===== src/rtl/pipeline_hazard_ctrl_pkg.sv =====
// rtl/pipeline_hazard_ctrl_pkg.sv - shared encodings and helpers for the pipeline hazard controller
package pipeline_hazard_ctrl_pkg;

    typedef enum logic {
        MEMST_IDLE = 1'b0,
        MEMST_WAIT = 1'b1
    } mem_state_e;

    localparam logic [4:0] REG_ZERO = 5'd0;

    function automatic logic reg_hit(input logic use_f, input logic [4:0] src, input logic [4:0] dst);
        return use_f && (src == dst);
    endfunction

endpackage


===== src/rtl/pipeline_hazard_ctrl_md_busy_counter.sv =====
// rtl/pipeline_hazard_ctrl_md_busy_counter.sv - mult/div occupancy counter for the HI/LO unit
module md_busy_counter #(
    parameter int MD_CYCLES = 32,
    parameter int CNT_W     = 6
) (
    input  logic             clk,
    input  logic             reset,
    input  logic             md_start,
    output logic [CNT_W-1:0] count,
    output logic             md_busy
);

    logic [CNT_W-1:0] cnt_q;
    logic [CNT_W-1:0] cnt_d;

    // A new start reloads the counter even if the unit is still busy.
    always_comb begin
        cnt_d = cnt_q;
        if (md_start) begin
            cnt_d = CNT_W'(MD_CYCLES - 1);
        end else if (cnt_q != '0) begin
            cnt_d = cnt_q - CNT_W'(1);
        end
    end

    always_ff @(posedge clk) begin
        if (!reset) begin
            cnt_q <= '0;
        end else begin
            cnt_q <= cnt_d;
        end
    end

    assign count   = cnt_q;
    assign md_busy = (cnt_q != '0);

endmodule


===== src/rtl/pipeline_hazard_ctrl.sv =====
// rtl/pipeline_hazard_ctrl.sv - stall/flush/freeze sequencer for the 5-stage pipeline
module pipeline_hazard_ctrl
    import pipeline_hazard_ctrl_pkg::*;
#(
    parameter int MD_CYCLES = 32,
    parameter int CNT_W     = 6
) (
    input  logic       clk,
    input  logic       reset,
    input  logic [4:0] id_rs,
    input  logic [4:0] id_rt,
    input  logic       id_use_rs,
    input  logic       id_use_rt,
    input  logic       id_use_hilo,
    input  logic       id_jump,
    input  logic       ex_MemRead,
    input  logic [4:0] ex_write_addr,
    input  logic       ex_branch_taken,
    input  logic       md_start,
    input  logic       mem_MemRead,
    input  logic       mem_MemWrite,
    input  logic       mem_ready,
    output logic       mem_req,
    output logic       pc_write,
    output logic       if_id_write,
    output logic       if_id_flush,
    output logic       id_ex_write,
    output logic       id_ex_flush,
    output logic       ex_mem_write,
    output logic       mem_wb_flush,
    output logic       md_busy
);

    mem_state_e       state_q;
    mem_state_e       state_d;
    logic             access;
    logic             freeze;
    logic             ld_stall;
    logic             md_stall;
    logic             md_busy_raw;
    logic [CNT_W-1:0] md_count;

    assign access = mem_MemRead | mem_MemWrite;

    md_busy_counter #(
        .MD_CYCLES (MD_CYCLES),
        .CNT_W     (CNT_W)
    ) u_md_cnt (
        .clk      (clk),
        .reset    (reset),
        .md_start (md_start & ~freeze),
        .count    (md_count),
        .md_busy  (md_busy_raw)
    );

    assign md_busy  = reset & md_busy_raw;
    assign ld_stall = ex_MemRead && (ex_write_addr != REG_ZERO) &&
                      (reg_hit(id_use_rs, id_rs, ex_write_addr) ||
                       reg_hit(id_use_rt, id_rt, ex_write_addr));
    assign md_stall = id_use_hilo & md_busy;

    always_ff @(posedge clk) begin
        if (!reset) begin
            state_q <= MEMST_IDLE;
        end else begin
            state_q <= state_d;
        end
    end

    always_comb begin
        state_d      = state_q;
        freeze       = 1'b0;
        mem_req      = 1'b0;
        pc_write     = 1'b1;
        if_id_write  = 1'b1;
        if_id_flush  = 1'b0;
        id_ex_write  = 1'b1;
        id_ex_flush  = 1'b0;
        ex_mem_write = 1'b1;
        mem_wb_flush = 1'b0;

        case (state_q)
            MEMST_IDLE: begin
                mem_req = access;
                if (access && !mem_ready) begin
                    freeze  = 1'b1;
                    state_d = MEMST_WAIT;
                end
            end
            MEMST_WAIT: begin
                mem_req = 1'b1;
                if (mem_ready) begin
                    state_d = MEMST_IDLE;
                end else begin
                    freeze = 1'b1;
                end
            end
            default: state_d = MEMST_IDLE;
        endcase

        if (!reset) begin
            freeze  = 1'b0;
            mem_req = 1'b0;
        end

        // Branch/jump squashes wait out a freeze; ID/EX inputs are held and re-evaluated on release.
        if (!reset) begin
            state_d = MEMST_IDLE;
        end else if (freeze) begin
            pc_write     = 1'b0;
            if_id_write  = 1'b0;
            id_ex_write  = 1'b0;
            ex_mem_write = 1'b0;
            mem_wb_flush = 1'b1;
        end else if (ex_branch_taken) begin
            if_id_flush = 1'b1;
            id_ex_flush = 1'b1;
        end else if (ld_stall || md_stall) begin
            pc_write    = 1'b0;
            if_id_write = 1'b0;
            id_ex_flush = 1'b1;
        end else if (id_jump) begin
            if_id_flush = 1'b1;
        end
    end

endmodule


===== config.mk =====
export PLATFORM = sky130hd
export DESIGN_NAME = pipeline_hazard_ctrl
export DESIGN_NICKNAME = d
export VERILOG_FILES = /design/src/rtl/pipeline_hazard_ctrl_pkg.sv /design/src/rtl/pipeline_hazard_ctrl_md_busy_counter.sv /design/src/rtl/pipeline_hazard_ctrl.sv
export SDC_FILE = /design/constraint.sdc
export NUM_CORES = 1
export LEC_CHECK = 0
export CAP_MARGIN = 40
export CORE_MARGIN = 3
export CORE_UTILIZATION = 25
export DETAILED_ROUTE_END_ITERATION = 12
export DONT_BUFFER_PORTS = 1
export GPL_TIMING_DRIVEN = 0
export PLACE_DENSITY_LB_ADDON = 0.3
export SLEW_MARGIN = 20
export SYNTH_ARGS = -nofsm -noshare
export SYNTH_HDL_FRONTEND = slang
export SYNTH_HIERARCHICAL = 1
export SYNTH_SLANG_ARGS = --single-unit

===== constraint.sdc =====
create_clock -name clk -period 2.72 [get_ports clk]
set_clock_uncertainty 0.15 [all_clocks]
set_input_delay 0.272 -clock clk [delete_from_list [all_inputs] [get_ports clk]]
set_output_delay 0.272 -clock clk [all_outputs]
set_load 0.03 [all_outputs]

# Yosys cells after proc, flatten, opt, wreduce, memory -nomap -nowiden
# Index checks and enable logic that the tools add are counted.
dict set report totals {
  wordCells 50
  reg_bits 7
  inputBits 27
  out_inout_bits 9
}
dict set report classes {
  addsub 1
  n_mux 25
  reduce_logical 12
  bitwise 7
  eq_ne 2
}
# op count
set op_table {}
lappend op_table {{$mux 1} 21}
lappend op_table {{$eq 5x5->1} 2}
lappend op_table {{$mux 5} 2}
lappend op_table {{$reduce_bool 6->1} 1}
lappend op_table {{$sub 6x1->6 const B} 1}
lappend op_table {{$logic_and 1x1->1} 5}
lappend op_table {{$reduce_bool 5->1} 1}
lappend op_table {{$pmux 1 s2} 2}
lappend op_table {{$and 1x1->1} 3}
lappend op_table {{$not 1->1} 3}
lappend op_table {{$logic_or 1x1->1} 2}
lappend op_table {{$reduce_bool 2->1} 1}
lappend op_table {{$reduce_or 2->1} 1}
lappend op_table {{$logic_not 1->1} 1}
lappend op_table {{$or 1x1->1} 1}

# Longest topological paths before layout
# Gate-level depths: netlist (run 1).
dict set report logic_depth {
  word_depth 9
  ltp_mapped 10
  depth_no_buf 8
}

# By module
# The synthesis (run 1) kept the hierarchy.
# module n_inst area_each_um2 cells_each
set by_module_without_submodules {}
lappend by_module_without_submodules {md_busy_counter 1 342.8 38}
lappend by_module_without_submodules {pipeline_hazard_ctrl 1 286.5 41}

# Worst setup path before layout (run 1)
# No wires, ideal clock.
dict set report synth_timing {
  path_kind {register to output}
  start {reg u_md_cnt.cnt_q[0], in the netlist u_md_cnt/count[0]}
  end {out pc_write}
  path_buffers 2
  arrival_time_ps 2488
  setup_slack_ps -190
  path_stages_with_launch 11
  path_cell_list {dfxtp_1 inv_1 ha_1 or3b_1 buf_6 nand2b_1 and2_1 nand2_1 o21ai_0 a21oi_1 buf_4}
}
dict set report synth_via {
  elab_chain_len 8
}
# element line_no
set synth_lines {}
lappend synth_lines {{from (decl)} pipeline_hazard_ctrl_md_busy_counter.sv:13} ;# logic [CNT_W-1:0] cnt_q;
lappend synth_lines {{from (signal assigned)} pipeline_hazard_ctrl_md_busy_counter.sv:30} ;# cnt_q <= cnt_d;
lappend synth_lines {{$reduce_bool 6->1} pipeline_hazard_ctrl_md_busy_counter.sv:35} ;# assign md_busy = (cnt_q != '0);
lappend synth_lines {{via md_busy_raw} pipeline_hazard_ctrl.sv:40} ;# logic md_busy_raw;
lappend synth_lines {{$and 1x1->1} pipeline_hazard_ctrl.sv:56} ;# assign md_busy = reset & md_busy_raw;
lappend synth_lines {{via md_busy} pipeline_hazard_ctrl.sv:31} ;# output logic md_busy
lappend synth_lines {{$and 1x1->1} pipeline_hazard_ctrl.sv:60} ;# assign md_stall = id_use_hilo & md_busy;
lappend synth_lines {{$logic_or 1x1->1} pipeline_hazard_ctrl.sv:118} ;# end else if (ld_stall || md_stall) begin
lappend synth_lines {{$mux 1 (4 in a row)} n/a}
lappend synth_lines {{to (decl)} pipeline_hazard_ctrl.sv:24} ;# output logic pc_write,
# The timed path passes the listed nets, and every way through them passes these cells.

# Worst setup path in the final report (run 1)
dict set report layout_timing {
  start {reg u_md_cnt.cnt_q[0], in the netlist u_md_cnt/count[0]}
  end {out if_id_flush}
}
dict set report layout_via {
  elab_chain_len 8
}
# element line_no
set layout_lines {}
lappend layout_lines {{$reduce_bool 6->1} pipeline_hazard_ctrl_md_busy_counter.sv:35}
lappend layout_lines {{via md_busy_raw} pipeline_hazard_ctrl.sv:40}
lappend layout_lines {{$and 1x1->1} pipeline_hazard_ctrl.sv:56}
lappend layout_lines {{via md_busy} pipeline_hazard_ctrl.sv:31}
lappend layout_lines {{$and 1x1->1} pipeline_hazard_ctrl.sv:60}
lappend layout_lines {{$logic_or 1x1->1} pipeline_hazard_ctrl.sv:118}
lappend layout_lines {{$mux 1} pipeline_hazard_ctrl.sv:118}
lappend layout_lines {{$mux 1} pipeline_hazard_ctrl.sv:115} ;# end else if (ex_branch_taken) begin
lappend layout_lines {{$mux 1} pipeline_hazard_ctrl.sv:109} ;# end else if (freeze) begin
lappend layout_lines {{$mux 1} pipeline_hazard_ctrl.sv:107} ;# if (!reset) begin
lappend layout_lines {{to (decl)} pipeline_hazard_ctrl.sv:26} ;# output logic if_id_flush,
# The timed path passes the listed nets, and every way through them passes these cells.

==> results of run 1 <==
-- worst max-delay path: stages (launching register included) --
cell	delay (ns)
dfxtp_4	0.35
inv_4	0.06
ha_4	0.13
or3b_4	0.38
nand2b_4	0.14
and2_4	0.21
nand2_4	0.09
nand3_2	0.06
o211ai_1	0.54
-- path summary, 6_finish.rpt --
kind                      from  slack [ns]  cells past startpoint           endpoint
max          u_md_cnt/count[0]        0.08                      8        if_id_flush
min reg2reg  u_md_cnt/count[4]        0.41                      2  u_md_cnt/count[4]
max reg2reg  u_md_cnt/count[0]        0.66                      8  u_md_cnt/count[4]
min                      reset        0.05                      2  u_md_cnt/count[5]
-- kinds of logic after synthesis --
| kind of cell | Yosys count | share of synthesized area |
|---|---|---|
| and+or+nand+nor | 26 | 0.252 |
| AOI/OAI and AO/OA | 25 | 0.282 |
| xor gates and xnor gates | 10 | 0.139 |
| buffers and inverters | 10 | 0.0835 |
| DFF | 7 | 0.223 |
| adders and majority gates | 1 | 0.0199 |
-- cells in the final DEF (no fill, tap or decap), types with 2 or more instances in the layout --
cell type and n:
o211ai_1 2, nand4_1 3, o21a_1 2, buf_4 9, nor2_1 3, dfxtp_1 5, a311oi_1 2, o21ai_0 4
clkbuf_4 3, xnor2_1 10, nand2_1 3, inv_1 5, nor4b_1 2, nand2b_1 2, o31ai_1 3
-- flip-flops by register name, indices dropped and copies added, names as in the netlist --
signal / count
u_md_cnt/count: 6
state_q: 1
-- area by class of cell --
class	count	area [um^2]
plain buffers	2	18.8
clock buffers	3	22.5
clock inverters	1	5.00
fillers	254	1490
inverters	7	28.8
multi-input cells	62	485
flip-flops and latches	7	145
well taps	28	35.0
repair buffers	9	70.1
-- through the flow --
stage / total power, uW / hold slack, ns
2_1_floorplan: 250 / 0.231
3_3_place_gp: 267 / 0.234
3_5_place_dp: 271 / 0.243
4_1_cts: 412 / 0.0381
5_1_grt: 457 / 0.0370
6_report: 426 / 0.0477
-- cell usage after synthesis (2+ instances only) --
library cell	instances	area, um^2
a21oi_1	2	10.0
nand2_1	4	15.0
nor2_1	3	11.3
nor4b_1	2	17.5
buf_4	2	15.0
o31ai_1	3	22.5
o211ai_1	2	15.0
o21ai_0	5	25.0
inv_1	7	26.3
a311oi_1	2	17.5
nand2b_1	3	18.8
dfxtp_1	7	140
o21a_1	2	15.0
xnor2_1	10	87.6
and2_1	2	12.5
nand4_1	3	18.8
or3b_1	2	17.5
-- power by group through the flow --
stage / clock, uW / sequential [uW] / combinational (uW)
global placement: 0 / 137 / 130
floorplan: 0 / 132 / 118
global route: 111 / 139 / 208
CTS: 103 / 134 / 175
detailed placement: 0 / 138 / 133
finish: 98.9 / 135 / 192
-- metal layers --
metal	share of wire	vias up
li1	-	322
met1	0.39	295
met2	0.47	40
met3	0.14	2
met4	0.010	0
met5	0	-
-- what timing repair did --
action / CTS / global route
pin swaps: 4 / 5
buffers inserted: 5 / 3
setup endpoints to repair: 4 / 2
gates resized for setup: 16 / 2
endpoints found under the hold margin: 5 / 0
hold buffers: 1 / 0
==> results.cfg, run 1 <==
[route]
drtPass1Iterations = 4
finalWirelength_mm = 1.68
vias = 659
drc = 0
ant_nets = 0
drt_iter0_drc = 17
viasPerCell = 5.54
wire_per_inst_um = 14.1

[synth]
synth_flop_cell = dfxtp_1
ys_async_sr_fraction = 0
yosysWarnings = 6
ys_types = 35
syn_inst = 79
syn_area_um2 = 629
syn_area_per_cell_um2 = 7.97
synth_edf_count = 0
syn-num-nets = 107
ys_seq_area_frac = 0.223
synth-seq-cells = 7

[setup_path]
worstSetupPathType = flip-flop to output pin
end_kind = output pin
arrival_ns = 2.22
cp_data_required_time_ns = 2.30
cp-start-kind = flip-flop
critPathMaxFanout = 3

[clock_network]
clock-sinks = 7
clockRootBuffer = clkbuf_4
ctsHtreeMaxLevel = 1
clkTransAtPathRegs_ns = 0.07
cts_made_buffers = 3
clock_latency_ns = 0.26
cts_tree = yes
cts_buffer_depth = 2

[place]
portBuffers = 0
dp_hpwl_mm = 1.18
dp_slack_ns = -0.122
dpl_cell_area_um2 = 668
place_inst = 107
gp_congestion = 0.703

[grt]
grtUsageTotal = 0.108
grt_pass1_wl_mm = 2.62
grt.busiest_layer = met2
overflow = 0
grt_pass1_vias = 630
antenna_found_initial = 0
grtUsageMet2 = 0.182
grtUsageMet3 = 0.0626
grt_max_degree = 9
use_met1 = 0.110

[sta]
worst_slew_pin_slew_ns = 0.658
slew-limit-headroom = 0.559
finalCritPeriodShare = 0.971
timing.final.ws_setup_ns = 0.0797
hold_viol_final = 0
fmax_mhz = 379
setup_tns_ns = 0
rsz0062_at_grt = yes
finalSetupViolations = 0
period_needed_ns = 2.64
final_max_slew_viol_count = 0

[power]
leakage_uw = 0.000306
power_switching_uw = 157
power_density_nw_per_um2 = 526
clkPwrFrac = 0.232
swShare = 0.368
intPower_uw = 269
combPwrFrac = 0.451
ir_worst_vdd_uv = 343
seq_power_share = 0.317

[floorplan]
ios = 36
fp.dieH_um = 56.2
die_w_um = 56.2
core_area_um2 = 2300
die_area_um2 = 3160
rows = 17
initial_utilization = 0.274

[cells_and_area]
final_area_um2 = 811
num_antenna_cells = 0
syn2layout_area_growth_pct = 28.8
final_core_util = 0.353
fin_nets = 120
layout-drive-gt1-share = 0.297
final_cell_count_no_fill = 119

[worst_hold_path]
min_path_type = primary input to flip-flop

[job]
cap_violations = 0

[run_status]
outcome = finished, final reports clean
No activity file was read; power rests on OpenSTA's default activity.
==> run 2: changes to the inputs <==
- TNS_END_PERCENT: default -> 10
==> results of run 2 <==
Same layout as run 1: the final DEF is identical, and so are final timing and power.
==> run 3: changes to the inputs <==
- CAP_MARGIN: 40 -> default
==> results of run 3 <==
Same layout as run 1: the final DEF is identical, and so are final timing and power.
